## src/rtl/ines_loader.sv

```systemverilog
// Purpose : iNES cartridge-image loader; parses the 16-byte header into mapper config and streams PRG/CHR payload into ROM.
// Latency : 1 cycle from an accepted byte to its write strobe/address/data; config registers update the cycle after header byte 15.
// Backpressure: s_ready is high in HDR/TRAINER/PRG/CHR (one byte per cycle), low in DONE/ERR and while rst is high.
//
// Ports: clk_cpu/rst (sync, active-high); s_data/s_valid/s_ready byte stream in;
//        mapper_id, mirrorv, prg_ram, chr_ram, prg_mask, chr_mask, prgram_mask static mapper config out;
//        prg_we/prg_wr_addr, chr_we/chr_wr_addr, wr_data ROM write port; cart_rst, done, err status.
// Build option: INES_TRAINER_EN -- when defined, a 512-byte trainer is skipped; otherwise a trainer flag is error 5.

module ines_loader #(
    parameter int PRG_ROM_DEPTH = 17,
    parameter int CHR_ROM_DEPTH = 15,
    parameter int PRG_RAM_DEPTH = 13
) (
    input  logic                     clk_cpu,
    input  logic                     rst,
    input  logic [7:0]               s_data,
    input  logic                     s_valid,
    output logic                     s_ready,
    output logic [7:0]               mapper_id,
    output logic                     mirrorv,
    output logic                     prg_ram,
    output logic                     chr_ram,
    output logic [PRG_ROM_DEPTH-1:0] prg_mask,
    output logic [CHR_ROM_DEPTH-1:0] chr_mask,
    output logic [PRG_RAM_DEPTH-1:0] prgram_mask,
    output logic                     prg_we,
    output logic [PRG_ROM_DEPTH-1:0] prg_wr_addr,
    output logic                     chr_we,
    output logic [CHR_ROM_DEPTH-1:0] chr_wr_addr,
    output logic [7:0]               wr_data,
    output logic                     cart_rst,
    output logic                     done,
    output logic [2:0]               err
);

    typedef enum logic [2:0] {
        HDR,
`ifdef INES_TRAINER_EN
        TRAINER,
`endif
        PRG,
        CHR,
        DONE,
        ERR
    } state_t;

    // Largest legal size in header units (16 KiB PRG, 8 KiB CHR) for the configured ROM widths.
    localparam logic [8:0] PRG_MAX_UNITS = 9'(1 << (PRG_ROM_DEPTH - 14));
    localparam logic [8:0] CHR_MAX_UNITS = 9'(1 << (CHR_ROM_DEPTH - 13));

    state_t                   state;
    logic [3:0]               hdr_cnt;
    logic [7:0]               hdr4;
    logic [7:0]               hdr5;
    logic [3:0]               hdr6_hi;
    logic [2:0]               hdr6_lo;
    logic [3:0]               hdr7_hi;
    logic [PRG_ROM_DEPTH:0]   prg_cnt;
    logic [CHR_ROM_DEPTH:0]   chr_cnt;
`ifdef INES_TRAINER_EN
    logic [8:0]               trn_cnt;
`endif

    logic                     accept;
    logic [7:0]               magic_byte;
    logic                     prg_ok;
    logic                     chr_ok;
    logic                     map_ok;
    logic [7:0]               map_id_w;
    logic [2:0]               hdr_err;
    logic [PRG_ROM_DEPTH:0]   prg_total;
    logic [CHR_ROM_DEPTH:0]   chr_total;
    logic [PRG_ROM_DEPTH:0]   prg_nxt;
    logic [CHR_ROM_DEPTH:0]   chr_nxt;

    assign s_ready = !rst && (state == HDR || state == PRG || state == CHR
`ifdef INES_TRAINER_EN
                              || state == TRAINER
`endif
                              );
    assign accept  = s_valid && s_ready;

    // Payload sizes in bytes; counters are one bit wider so the largest image ends without wrapping.
    assign prg_total = (PRG_ROM_DEPTH+1)'({hdr4, 14'd0});
    assign chr_total = (CHR_ROM_DEPTH+1)'({hdr5, 13'd0});
    assign prg_nxt   = prg_cnt + (PRG_ROM_DEPTH+1)'(1);
    assign chr_nxt   = chr_cnt + (CHR_ROM_DEPTH+1)'(1);
    assign map_id_w  = {hdr7_hi, hdr6_hi};

    always_comb begin
        magic_byte = 8'h4E;
        case (hdr_cnt[1:0])
            2'd0:    magic_byte = 8'h4E;
            2'd1:    magic_byte = 8'h45;
            2'd2:    magic_byte = 8'h53;
            default: magic_byte = 8'h1A;
        endcase
    end

    // Sizes must be a power of two no larger than the ROM; CHR size 0 means CHR-RAM.
    always_comb begin
        prg_ok = (hdr4 != 8'd0) && ((hdr4 & (hdr4 - 8'd1)) == 8'd0) && ({1'b0, hdr4} <= PRG_MAX_UNITS);
        chr_ok = (hdr5 == 8'd0) ||
                 (((hdr5 & (hdr5 - 8'd1)) == 8'd0) && ({1'b0, hdr5} <= CHR_MAX_UNITS));
        map_ok = (map_id_w == 8'd0) || (map_id_w == 8'd2) || (map_id_w == 8'd3) || (map_id_w == 8'd7);
        hdr_err = 3'd0;
        if (!prg_ok)
            hdr_err = 3'd2;
        else if (!chr_ok)
            hdr_err = 3'd3;
        else if (!map_ok)
            hdr_err = 3'd4;
`ifndef INES_TRAINER_EN
        else if (hdr6_lo[2])
            hdr_err = 3'd5;
`endif
    end

    always_ff @(posedge clk_cpu) begin
        if (rst) begin
            state       <= HDR;
            hdr_cnt     <= 4'd0;
            hdr4        <= 8'd0;
            hdr5        <= 8'd0;
            hdr6_hi     <= 4'd0;
            hdr6_lo     <= 3'd0;
            hdr7_hi     <= 4'd0;
            prg_cnt     <= '0;
            chr_cnt     <= '0;
`ifdef INES_TRAINER_EN
            trn_cnt     <= 9'd0;
`endif
            mapper_id   <= 8'd0;
            mirrorv     <= 1'b0;
            prg_ram     <= 1'b0;
            chr_ram     <= 1'b0;
            prg_mask    <= '0;
            chr_mask    <= '0;
            prgram_mask <= '0;
            prg_we      <= 1'b0;
            prg_wr_addr <= '0;
            chr_we      <= 1'b0;
            chr_wr_addr <= '0;
            wr_data     <= 8'd0;
            cart_rst    <= 1'b1;
            done        <= 1'b0;
            err         <= 3'd0;
        end else begin
            prg_we <= 1'b0;
            chr_we <= 1'b0;
            case (state)
                HDR: if (accept) begin
                    hdr_cnt <= hdr_cnt + 4'd1;
                    case (hdr_cnt)
                        4'd0, 4'd1, 4'd2, 4'd3: if (s_data != magic_byte) begin
                            err   <= 3'd1;
                            state <= ERR;
                        end
                        4'd4: hdr4 <= s_data;
                        4'd5: hdr5 <= s_data;
                        4'd6: begin
                            hdr6_hi <= s_data[7:4];
                            hdr6_lo <= s_data[2:0];
                        end
                        4'd7: hdr7_hi <= s_data[7:4];
                        4'd15: begin
                            if (hdr_err != 3'd0) begin
                                err   <= hdr_err;
                                state <= ERR;
                            end else begin
                                mapper_id   <= map_id_w;
                                mirrorv     <= hdr6_lo[0];
                                prg_ram     <= hdr6_lo[1];
                                chr_ram     <= (hdr5 == 8'd0);
                                prg_mask    <= prg_total[PRG_ROM_DEPTH-1:0] - PRG_ROM_DEPTH'(1);
                                chr_mask    <= (hdr5 == 8'd0) ? CHR_ROM_DEPTH'(13'h1FFF)
                                                              : chr_total[CHR_ROM_DEPTH-1:0] - CHR_ROM_DEPTH'(1);
                                prgram_mask <= '1;
`ifdef INES_TRAINER_EN
                                state       <= hdr6_lo[2] ? TRAINER : PRG;
`else
                                state       <= PRG;
`endif
                            end
                        end
                        default: ;
                    endcase
                end
`ifdef INES_TRAINER_EN
                TRAINER: if (accept) begin
                    trn_cnt <= trn_cnt + 9'd1;
                    if (trn_cnt == 9'd511)
                        state <= PRG;
                end
`endif
                PRG: if (accept) begin
                    prg_we      <= 1'b1;
                    prg_wr_addr <= prg_cnt[PRG_ROM_DEPTH-1:0];
                    wr_data     <= s_data;
                    prg_cnt     <= prg_nxt;
                    if (prg_nxt == prg_total) begin
                        if (chr_ram) begin
                            // Release the console in the same cycle as the final write.
                            state    <= DONE;
                            done     <= 1'b1;
                            cart_rst <= 1'b0;
                        end else begin
                            state <= CHR;
                        end
                    end
                end
                CHR: if (accept) begin
                    chr_we      <= 1'b1;
                    chr_wr_addr <= chr_cnt[CHR_ROM_DEPTH-1:0];
                    wr_data     <= s_data;
                    chr_cnt     <= chr_nxt;
                    if (chr_nxt == chr_total) begin
                        state    <= DONE;
                        done     <= 1'b1;
                        cart_rst <= 1'b0;
                    end
                end
                default: ;
            endcase
        end
    end

endmodule

```

## config.mk

```make
export PLATFORM = sky130hd
export DESIGN_NAME = ines_loader
export DESIGN_NICKNAME = d
export VERILOG_FILES = /design/src/rtl/ines_loader.sv
export SDC_FILE = /design/constraint.sdc
export NUM_CORES = 1
export LEC_CHECK = 0
export ABC_AREA = 0
export BUFFER_PORTS_ARGS = -buffer_cell sky130_fd_sc_hd__buf_4
export CORE_ASPECT_RATIO = 1.75
export CORE_MARGIN = 2
export CORE_UTILIZATION = 45
export CTS_CLUSTER_DIAMETER = 100
export DETAILED_ROUTE_END_ITERATION = 7
export HOLD_SLACK_MARGIN = 0.12
export PLACE_DENSITY = 0.65
export SKIP_LAST_GASP = 1
export SLEW_MARGIN = 20
export SYNTH_ARGS = -nofsm -noshare
export SYNTH_HDL_FRONTEND = slang
export SYNTH_SLANG_ARGS = --single-unit
```

## constraint.sdc

```tcl
create_clock -name clk_cpu -period 2.5 [get_ports clk_cpu]
set_input_delay 0.5 -clock clk_cpu [delete_from_list [all_inputs] [get_ports clk_cpu]]
set_output_delay 0.5 -clock clk_cpu [all_outputs]
set_load 0.01 [all_outputs]
```

==> flow_metrics.tcl, run 1 <==
set metrics [dict create \
    overflow 0 \
    numCtsBuffers 17 \
    place_area_sq_mm 0.00729 \
    path_depth 8 \
    io_pins 115 \
    slowest_stage "or4_4" \
    drive_gt1_share_pct 30.6 \
    hp-class "in2reg" \
    grt_usage_pct 21.4 \
    violations "negative setup slack" \
    wl_per_cell_um 15.2 \
    irDropWorstVdd_mv 0.566 \
    avgSynthCellArea_sq_um 8.24 \
    path_clk_slew_ns 0.06 \
    num-nets-final 898 \
    synth_flop_cell "dfxtp_1" \
    yosys.cell_types.count 63 \
    fin_ws_ns -0.0292 \
    startpoint "prg_cnt[10]$_SDFFE_PP0P_" \
    vias 5494 \
    timing.reg2reg.setup_slack_ns -0.03 \
    clkSinkCount 132 \
    r2r_start "prg_cnt[10]$_SDFFE_PP0P_" \
    cp_cell_sequence "buf_4 -> and3_2 -> a311oi_2 -> a41oi_1 -> or4_4 -> o41a_1 -> or3_4 -> o21a_1" \
    setup_violations 1 \
    firstDrtPassIters 4 \
    vias_per_cell 5.17 \
    startpoint_type "flip-flop" \
    ant_nets 0 \
    synth_top_area_share_pct 42.4 \
    die-area_sq_mm 0.0148 \
    cap_violations 0 \
    grt_max_degree 74 \
    synth_most_common_cell "nand2_1" \
    reg2reg_depth 8 \
    final_area_sq_mm 0.00809 \
    reg2reg_to "cart_rst$_SDFFE_PP1P_" \
    finalCritPeriodShare_pct 101 \
    drc 0 \
    outcome "finished, violations left" \
    clk_latency_ns 0.41 \
    chipHeight_um 160 \
    first_iter_violations 249 \
    p_total_w 0.00466 \
    ys_ff_latch 132 \
    synth-edff-count 0 \
    fin_crit_ns 2.53 \
    synthTopCellsByArea "dfxtp_1, nand2_1, a21oi_1, buf_4, xor2_1" \
    place_hpwl_um 11700 \
    crit_family "simple AND/OR/NAND/NOR gates" \
    min_delay_path_depth 3 \
    ys_top_cells_by_count "nand2_1, dfxtp_1, a21oi_1" \
    die_x_um 93.0 \
    synth_top_area_cell "dfxtp_1" \
    yosysSeqAreaShare_pct 42.4 \
    crit_fanout 4 \
    holdBufCountCts 0 \
    finalHoldViolCount 0 \
    cp-end-kind "flip-flop" \
    synth_area_sq_mm 0.00623 \
    synth-async-reset-ratio_pct 0 \
    rows 56 \
    cts_tree "built" \
    drv_slew 0 \
    max_stage_delay_ns 0.45 \
    power.leakage_nw 3.30 \
    diodes 0 \
    critical_path_class "reg2reg" \
    clock_skew_ns 0.00839 \
    fmax_mhz 395 \
    rsz0062_at_grt "yes" \
    maxSlewHeadroom_pct 52.5 \
    post-route-util_pct 60.1 \
    tns_ns -0.0292 \
    area_delta_synth_final_pct 29.9 \
    ys_warn_count 0 \
    power-per-cell-area_mw_per_mm2 576 \
    synthCells 756 \
    gp_congestion 0.831 \
    synth_nets 779 \
    design.core.area_sq_mm 0.0135 \
    cp-endpoint "cart_rst$_SDFFE_PP1P_" \
    initial_core_util_pct 46.3 \
    grt_pass1_vias 5272 \
    port_buffers 114 \
    worst-slew-pin-transition_ns 0.713 \
    arrival_ns 2.84 \
    worstPathRequired_ns 2.81 \
    antenna_found_initial 0 \
    root_buffer "clkbuf_16" \
    worst-path-buf-inv 1 \
    drt-total-wl_um 16200 \
    clockBufferDepth 2 \
    grt_pass1_wl_um 25600 \
    htree_num_levels 4 \
]
tightest hold or removal path: stages:
cell and delay [ns]:
buf_4 0.14, nand3_1 0.07, a21oi_1 0.05
routing by layer:
layer	track usage, %	up-vias	wire (um)
met1	22.4	2587	5960
met5	0	-	0
met2	40.6	130	9140
met4	9.29	0	533
li1	-	2745	-
met3	3.82	32	547
stage by stage:
stage | hold WS, ns | setup WS, ns | cells
after CTS | 0.375 | -0.0512 | 1058
after floorplan | 0.431 | -0.00607 | 756
after detailed placement | 0.445 | -0.0996 | 1025
after global placement | 0.440 | -0.0838 | 1025
after global routing | 0.377 | -0.133 | 1062
final | 0.385 | -0.0292 | 1062
power by group:
group          switching [W]  internal (W)  total, W
Clock               0.000970       0.00141   0.00238
Sequential        0.00000448       0.00210   0.00211
Combinational       0.000104     0.0000690  0.000173
worst min path at each step:
stage | from | end
final | s_data[1] | hdr4[1]$_SDFFE_PP0P_
after global routing | s_data[1] | hdr4[1]$_SDFFE_PP0P_
after CTS | s_data[1] | wr_data[1]$_SDFFE_PP0P_
after detailed placement | hdr4[7]$_SDFFE_PP0P_ | hdr4[7]$_SDFFE_PP0P_
after global placement | hdr4[4]$_SDFFE_PP0P_ | hdr4[4]$_SDFFE_PP0P_
after floorplan | hdr4[7]$_SDFFE_PP0P_ | hdr4[7]$_SDFFE_PP0P_
area by class of cell:
class | instances | area (sq um)
repair buffers | 187 | 1430
inverters | 16 | 65.1
fillers | 1243 | 5360
multi-input cells | 521 | 3150
clock inverters | 13 | 125
well taps | 174 | 218
flip-flops and latches | 132 | 2670
clock buffers | 19 | 443
flip-flops by register name, summed over array words and instances, names as in the netlist, 8 cells and up:
| signal | count |
|---|---|
| prg_wr_addr | 17 |
| chr_wr_addr | 15 |
| prg_cnt | 18 |
| chr_cnt | 16 |
| mapper_id | 8 |
| wr_data | 8 |
| hdr4 | 8 |
| hdr5 | 8 |
cell families (layout without fill, tap and decap cells):
family,count (synthesis),count (layout),synth area share [%]
XOR/XNOR,51,51,7.17
flip-flops,132,132,42.4
AND/OR/NAND/NOR,326,326,24.3
adder cells (fa/ha/maj),13,13,2.57
buffers and inverters,103,235,10.2
multiplexers,13,13,2.17
AO/OA/AOI/OAI,118,118,11.2
cell usage in the layout (no fill, tap or decap), types with 3 or more instances in the layout:
master / Yosys / routed
buf_4: 42 / 184
nand2_1: 145 / 145
dfxtp_1: 132 / 122
a21oi_1: 78 / 78
nor2_1: 69 / 68
nand3_1: 43 / 42
xor2_1: 34 / 34
clkbuf_16: 0 / 17
xnor2_1: 17 / 16
inv_1: 15 / 13
nand4_1: 13 / 13
mux2i_1: 12 / 12
ha_1: 12 / 10
o21ai_0: 8 / 7
nor3_1: 6 / 6
nand2b_1: 5 / 5
and2_1: 5 / 5
dfxtp_4: 0 / 5
dfxtp_2: 0 / 5
and3_1: 7 / 4
or3_1: 6 / 4
clkinvlp_4: 0 / 4
inv_6: 0 / 4
a211oi_1: 3 / 3
and3_4: 0 / 3
or4_1: 5 / 3
a31oi_1: 4 / 3
timing repair:
| action | 4_1_cts | 5_1_grt |
|---|---|---|
| hold endpoints to repair | 0 | 0 |
| endpoints found under the setup margin | 20 | 23 |
| buffers inserted | 1 | 4 |
| pin swaps | 4 | 13 |
| resized for setup | 12 | 37 |
Note: power is estimated with default switching activity, not from simulation.
==> run 2, diff against run 1 <==
--- a/config.mk
+++ b/config.mk
@@ -8,7 +8,6 @@
 export ABC_AREA = 0
 export BUFFER_PORTS_ARGS = -buffer_cell sky130_fd_sc_hd__buf_4
 export CORE_ASPECT_RATIO = 1.75
-export CORE_MARGIN = 2
 export CORE_UTILIZATION = 45
 export CTS_CLUSTER_DIAMETER = 100
 export DETAILED_ROUTE_END_ITERATION = 7
==> run 2 against run 1 <==
The run still ends with negative setup slack left. Final area is 0.20% higher. Worst setup slack worse by 0.0054 ns. Via count is 1.0% lower. Register-to-register slack hardly changed. Hold slack better by 0.012 ns. Non-clock buffer count is 1 lower. Wire length is 4.7% lower. Sequential cell count stayed put. Highest routed layer unchanged.
==> flow_metrics.tcl, run 2 (synthesized netlist as in run 1, its figures left out) <==
set metrics [dict create \
    area_delta_synth_final_pct 30.1 \
    maxSlewHeadroom_pct 50.2 \
    grt_usage_pct 21.7 \
    slowest_stage "or4_4" \
    arrival_ns 2.84 \
    max_stage_delay_ns 0.50 \
    crit_fanout 5 \
    hp-class "in2reg" \
    chipHeight_um 158 \
    clockBufferDepth 2 \
    rows 56 \
    layout_common_cells "buf_4, nand2_1, dfxtp_1" \
    vias_per_cell 5.13 \
    dp_worst_setup_slack_ns -0.0949 \
    reg2reg_depth 8 \
    worst-path-buf-inv 1 \
    io_pins 115 \
    power-per-cell-area_mw_per_mm2 606 \
    place_hpwl_um 11200 \
    irDropWorstVdd_mv 0.546 \
    n_fill_cell 1219 \
    hold_path_startpoint "s_data[1]" \
    final_common_cell "buf_4" \
    num-nets-final 897 \
    fin_crit_ns 2.53 \
    vias 5438 \
    critical_path_class "reg2reg" \
    firstDrtPassIters 4 \
    design.core.area_sq_mm 0.0135 \
    htree_num_levels 4 \
    grt_pass1_vias 5276 \
    die-area_sq_mm 0.0143 \
    rsz0062_at_grt "yes" \
    diodes 0 \
    path_clk_slew_ns 0.06 \
    ant_nets 0 \
    largest_register_ffs 18 \
    post-route-util_pct 60.3 \
    p_sw_share_pct 21.5 \
    r2r_start "prg_cnt[9]$_SDFFE_PP0P_" \
    port_buffers 114 \
    worst-slew-pin-transition_ns 0.747 \
    overflow 0 \
    first_iter_violations 197 \
    p_sw_w 0.00106 \
    combPwrFrac_pct 3.6 \
    root_buffer "clkbuf_16" \
    grt_max_degree 75 \
    die_x_um 91.0 \
    path_depth 8 \
    cp-end-kind "flip-flop" \
    startpoint "prg_cnt[9]$_SDFFE_PP0P_" \
    pwr-share-seq_pct 43.0 \
    cp_cell_sequence "buf_4 -> and3_2 -> a311oi_2 -> a41oi_1 -> or4_4 -> o41a_1 -> or3_4 -> o21a_1" \
    violations "negative setup slack" \
    setup_violations 1 \
    min_delay_path_depth 3 \
    drt-total-wl_um 15400 \
    clkSinkCount 132 \
    outcome "finished, violations left" \
    fin_ws_ns -0.0346 \
    clock_skew_ns 0.00881 \
    power.leakage_nw 3.32 \
    whs_ns 0.397 \
    drive_gt1_share_pct 30.1 \
    worstPathRequired_ns 2.80 \
    startpoint_type "flip-flop" \
    p_clk_share_pct 53.5 \
    cts_tree "built" \
    drc 0 \
    finalCritPeriodShare_pct 101 \
    numCtsBuffers 17 \
    p_int_w 0.00386 \
    clk_latency_ns 0.41 \
    wl_per_cell_um 14.5 \
    antenna_found_initial 0 \
    gp_congestion 0.854 \
    cap_violations 0 \
    drv_slew 0 \
    fmax_mhz 395 \
    grt_pass1_wl_um 24700 \
    crit_family "simple AND/OR/NAND/NOR gates" \
    reg_top3 "prg_cnt: 18 flops, prg_wr_addr: 17 flops, chr_cnt: 16 flops" \
    top_register "prg_cnt" \
    finalHoldViolCount 0 \
    initial_core_util_pct 46.3 \
]
run 2: worst paths after layout:
path                            endpoint  slack [ns]
max                cart_rst$_SDFFE_PP1P_       -0.03
min              wr_data[1]$_SDFFE_PP0P_        0.40
max reg2reg        cart_rst$_SDFFE_PP1P_       -0.03
min reg2reg  prg_wr_addr[4]$_SDFFE_PP0P_        0.45
run 2: routing by layer:
metal | up-vias | wire length, um | global-route usage [%]
li1 | 2741 | - | -
met1 | 2536 | 5810 | 21.5
met2 | 122 | 8460 | 41.8
met3 | 39 | 566 | 4.56
met4 | 0 | 598 | 11.8
met5 | - | 0 | 0
run 2: final cells by class:
| cell class | instances | area, sq um | area share, % |
|---|---|---|---|
| multi-input combinational | 521 | 3120 | 38.5 |
| sequential | 132 | 2660 | 32.8 |
| timing repair buffer | 186 | 1420 | 17.5 |
| clock buffer | 18 | 429 | 5.29 |
| tap | 174 | 218 | 2.69 |
| clock inverter | 14 | 201 | 2.48 |
| inverter | 16 | 60.1 | 0.741 |
run 2: timing repair:
item,CTS,global route
gates resized for setup,15,24
hold buffers,0,0
pin swaps,4,9
buffers inserted,2,2
setup endpoints to repair,6,19
run 2: per-stage QoR:
step / total power [W] / cell area [sq um] / setup TNS, ns / instances
after global placement: 0.00232 / 7290 / -0.262 / 1025
after global routing: 0.00506 / 8110 / -0.426 / 1061
after detailed placement: 0.00232 / 7290 / -0.413 / 1025
final: 0.00492 / 8110 / -0.0346 / 1061
after floorplan: 0.00225 / 6270 / -0.00607 / 756
after CTS: 0.00497 / 8010 / -0.0569 / 1059
run 2: power by group through the flow:
stage	logic [W]	clock network (W)	registers, W
final	0.000175	0.00263	0.00211
after global routing	0.000190	0.00276	0.00211
after CTS	0.000172	0.00269	0.00211
after detailed placement	0.000165	0	0.00216
after global placement	0.000163	0	0.00216
after floorplan	0.0000868	0	0.00216
run 2: worst min-delay path, delay by kind of cell:
kind | cells | cell delay [ns]
and+or+nand+nor | 1 | 0.06
buffers and inverters | 1 | 0.14
AOI/OAI and AO/OA | 1 | 0.05
==> run 3, diff against run 2 <==
--- a/config.mk
+++ b/config.mk
@@ -11,6 +11,7 @@
 export CORE_UTILIZATION = 45
 export CTS_CLUSTER_DIAMETER = 100
 export DETAILED_ROUTE_END_ITERATION = 7
+export GPL_TIMING_DRIVEN = 0
 export HOLD_SLACK_MARGIN = 0.12
 export PLACE_DENSITY = 0.65
 export SKIP_LAST_GASP = 1
==> run 3 against run 2 <==
The flow still finishes with violations (negative setup slack). Final cell count rose by 3.4%. Global-route usage rose by 2.1 points. Fmax fell by 2.9%. Sequential power barely moved. Register-to-register slack got worse by 0.08 ns. Sequential cell count did not move. Via count rose by 5.5%. Final area rose by 3.0%. Combinational power fell by 3%. Worst setup slack got worse by 0.076 ns. Sequential share of layout area fell by 0.89 points.
==> flow_metrics.tcl, run 3 (synthesized netlist as in run 1, its figures left out) <==
set metrics [dict create \
    outcome "finished, violations left" \
    power.leakage_nw 3.44 \
    layout_common_cells "buf_4, nand2_1, dfxtp_1" \
    clockBufferDepth 2 \
    die-area_sq_mm 0.0143 \
    drive_gt1_share_pct 30.3 \
    cp-end-kind "flip-flop" \
    final_common_cell "buf_4" \
    diodes 0 \
    htree_num_levels 4 \
    layoutNonFillerInstCount 1097 \
    worst-slew-pin-transition_ns 0.755 \
    grt_usage_pct 23.8 \
    maxSlewHeadroom_pct 49.3 \
    largest_register_ffs 18 \
    root_buffer "clkbuf_16" \
    first_iter_violations 245 \
    vias 5736 \
    port_buffers 113 \
    path_clk_slew_ns 0.06 \
    place_hpwl_um 12200 \
    design.core.area_sq_mm 0.0135 \
    initial_core_util_pct 46.3 \
    violations "negative setup slack" \
    cts_tree "built" \
    startpoint_type "flip-flop" \
    dp.cells 1043 \
    hp-class "in2reg" \
    drt-total-wl_um 17100 \
    timing.reg2reg.setup_slack_ns -0.11 \
    setup_violations 3 \
    antenna_found_initial 0 \
    chipHeight_um 158 \
    clkSinkCount 132 \
    ant_nets 0 \
    arrival_ns 2.92 \
    cap_violations 0 \
    fin_crit_ns 2.61 \
    critical_path_class "reg2reg" \
    power-per-cell-area_mw_per_mm2 602 \
    clk_latency_ns 0.42 \
    drv_slew 0 \
    top_register "prg_cnt" \
    finalCritPeriodShare_pct 104 \
    firstDrtPassIters 5 \
    area_delta_synth_final_pct 34.1 \
    io_pins 115 \
    tns_ns -0.226 \
    grt_max_degree 42 \
    drc 0 \
    fin_ws_ns -0.110 \
    worstPathRequired_ns 2.81 \
    wl_per_cell_um 15.6 \
    numCtsBuffers 17 \
    reg_top3 "prg_cnt: 18 flops, prg_wr_addr: 17 flops, chr_cnt: 16 flops" \
    fmax_mhz 383 \
    vias_per_cell 5.23 \
    rsz0062_at_grt "yes" \
    final_area_sq_mm 0.00835 \
    finalHoldViolCount 0 \
    gp_congestion 0.872 \
    holdBufCountCts 0 \
    rows 56 \
    die_x_um 91.0 \
    crit_fanout 5 \
    clock_skew_ns 0.0120 \
    irDropWorstVdd_mv 0.649 \
    whs_ns 0.369 \
    overflow 0 \
    num-nets-final 933 \
    place_area_sq_mm 0.00733 \
    grt_pass1_vias 5396 \
    grt_pass1_wl_um 26800 \
]
run 3: changes by cell type in the layout (fill, tap and decap cells not counted), moves of 2 or more:
cell	before	now
clkinv_4	4	2
clkbuf_1	1	24
inv_6	3	5
buf_8	0	3
buf_1	0	2
clkbuf_2	0	4
dfxtp_4	1	3
clkbuf_8	0	7
buf_4	182	178
run 3: path summary, 6_finish.rpt:
check | start | endpoint | cells past startpoint
max | prg_cnt[3]$_SDFFE_PP0P_ | cart_rst$_SDFFE_PP1P_ | 10
min | s_data[3] | wr_data[3]$_SDFFE_PP0P_ | 3
min reg2reg | prg_wr_addr[10]$_SDFFE_PP0P_ | prg_wr_addr[10]$_SDFFE_PP0P_ | 2
max reg2reg | prg_cnt[3]$_SDFFE_PP0P_ | cart_rst$_SDFFE_PP1P_ | 10
run 3: cell type report:
class | count | area (sq um)
tap | 174 | 218
inverter | 16 | 60.1
timing repair buffer | 137 | 1040
buffer | 85 | 589
multi-input combinational | 521 | 3140
clock inverter | 13 | 194
clock buffer | 19 | 453
fill | 1228 | 5100
sequential | 132 | 2660
run 3: where the power goes:
part | switching (W) | total (W) | leakage, nW | internal, W
clock network | 0.00100 | 0.00274 | 0.315 | 0.00174
registers | 0.00000685 | 0.00211 | 1.07 | 0.00211
logic | 0.000112 | 0.000169 | 2.06 | 0.0000571
run 3: worst max-delay path, cell delays in order (launching register included):
cell and delay [ns]:
dfxtp_2 0.32, buf_6 0.11, nand4_1 0.11, buf_6 0.15, buf_4 0.13, nor2_4 0.15, a41oi_2 0.14, or4_4 0.51
o41a_1 0.42, or3_4 0.34, o21a_1 0.11
run 3: repair_timing:
item	in CTS	in global routing
resized for setup	33	26
buffers inserted	16	8
setup endpoints to repair	31	26
pin swaps	16	14
gates cloned	0	0
run 3: per-layer routing:
| metal | part of all wire (%) | track usage, % | vias to the layer above | routed length, um |
|---|---|---|---|---|
| met1 | 38 | 24.2 | 2684 | 6430 |
| met5 | 0 | 0 | - | 0 |
| met3 | 4.5 | 5.28 | 50 | 776 |
| met4 | 3.8 | 11.1 | 0 | 643 |
| li1 | - | - | 2815 | - |
| met2 | 54 | 45.7 | 187 | 9280 |
run 3: through the flow:
stage	total power [W]	setup WS (ns)	util, %
CTS	0.00503	-0.157	61.0
detailed placement	0.00231	-0.420	54.5
finish	0.00503	-0.110	62.1
global route	0.00515	-0.185	62.1
floorplan	0.00225	-0.00607	-
global placement	0.00231	-0.384	54.5
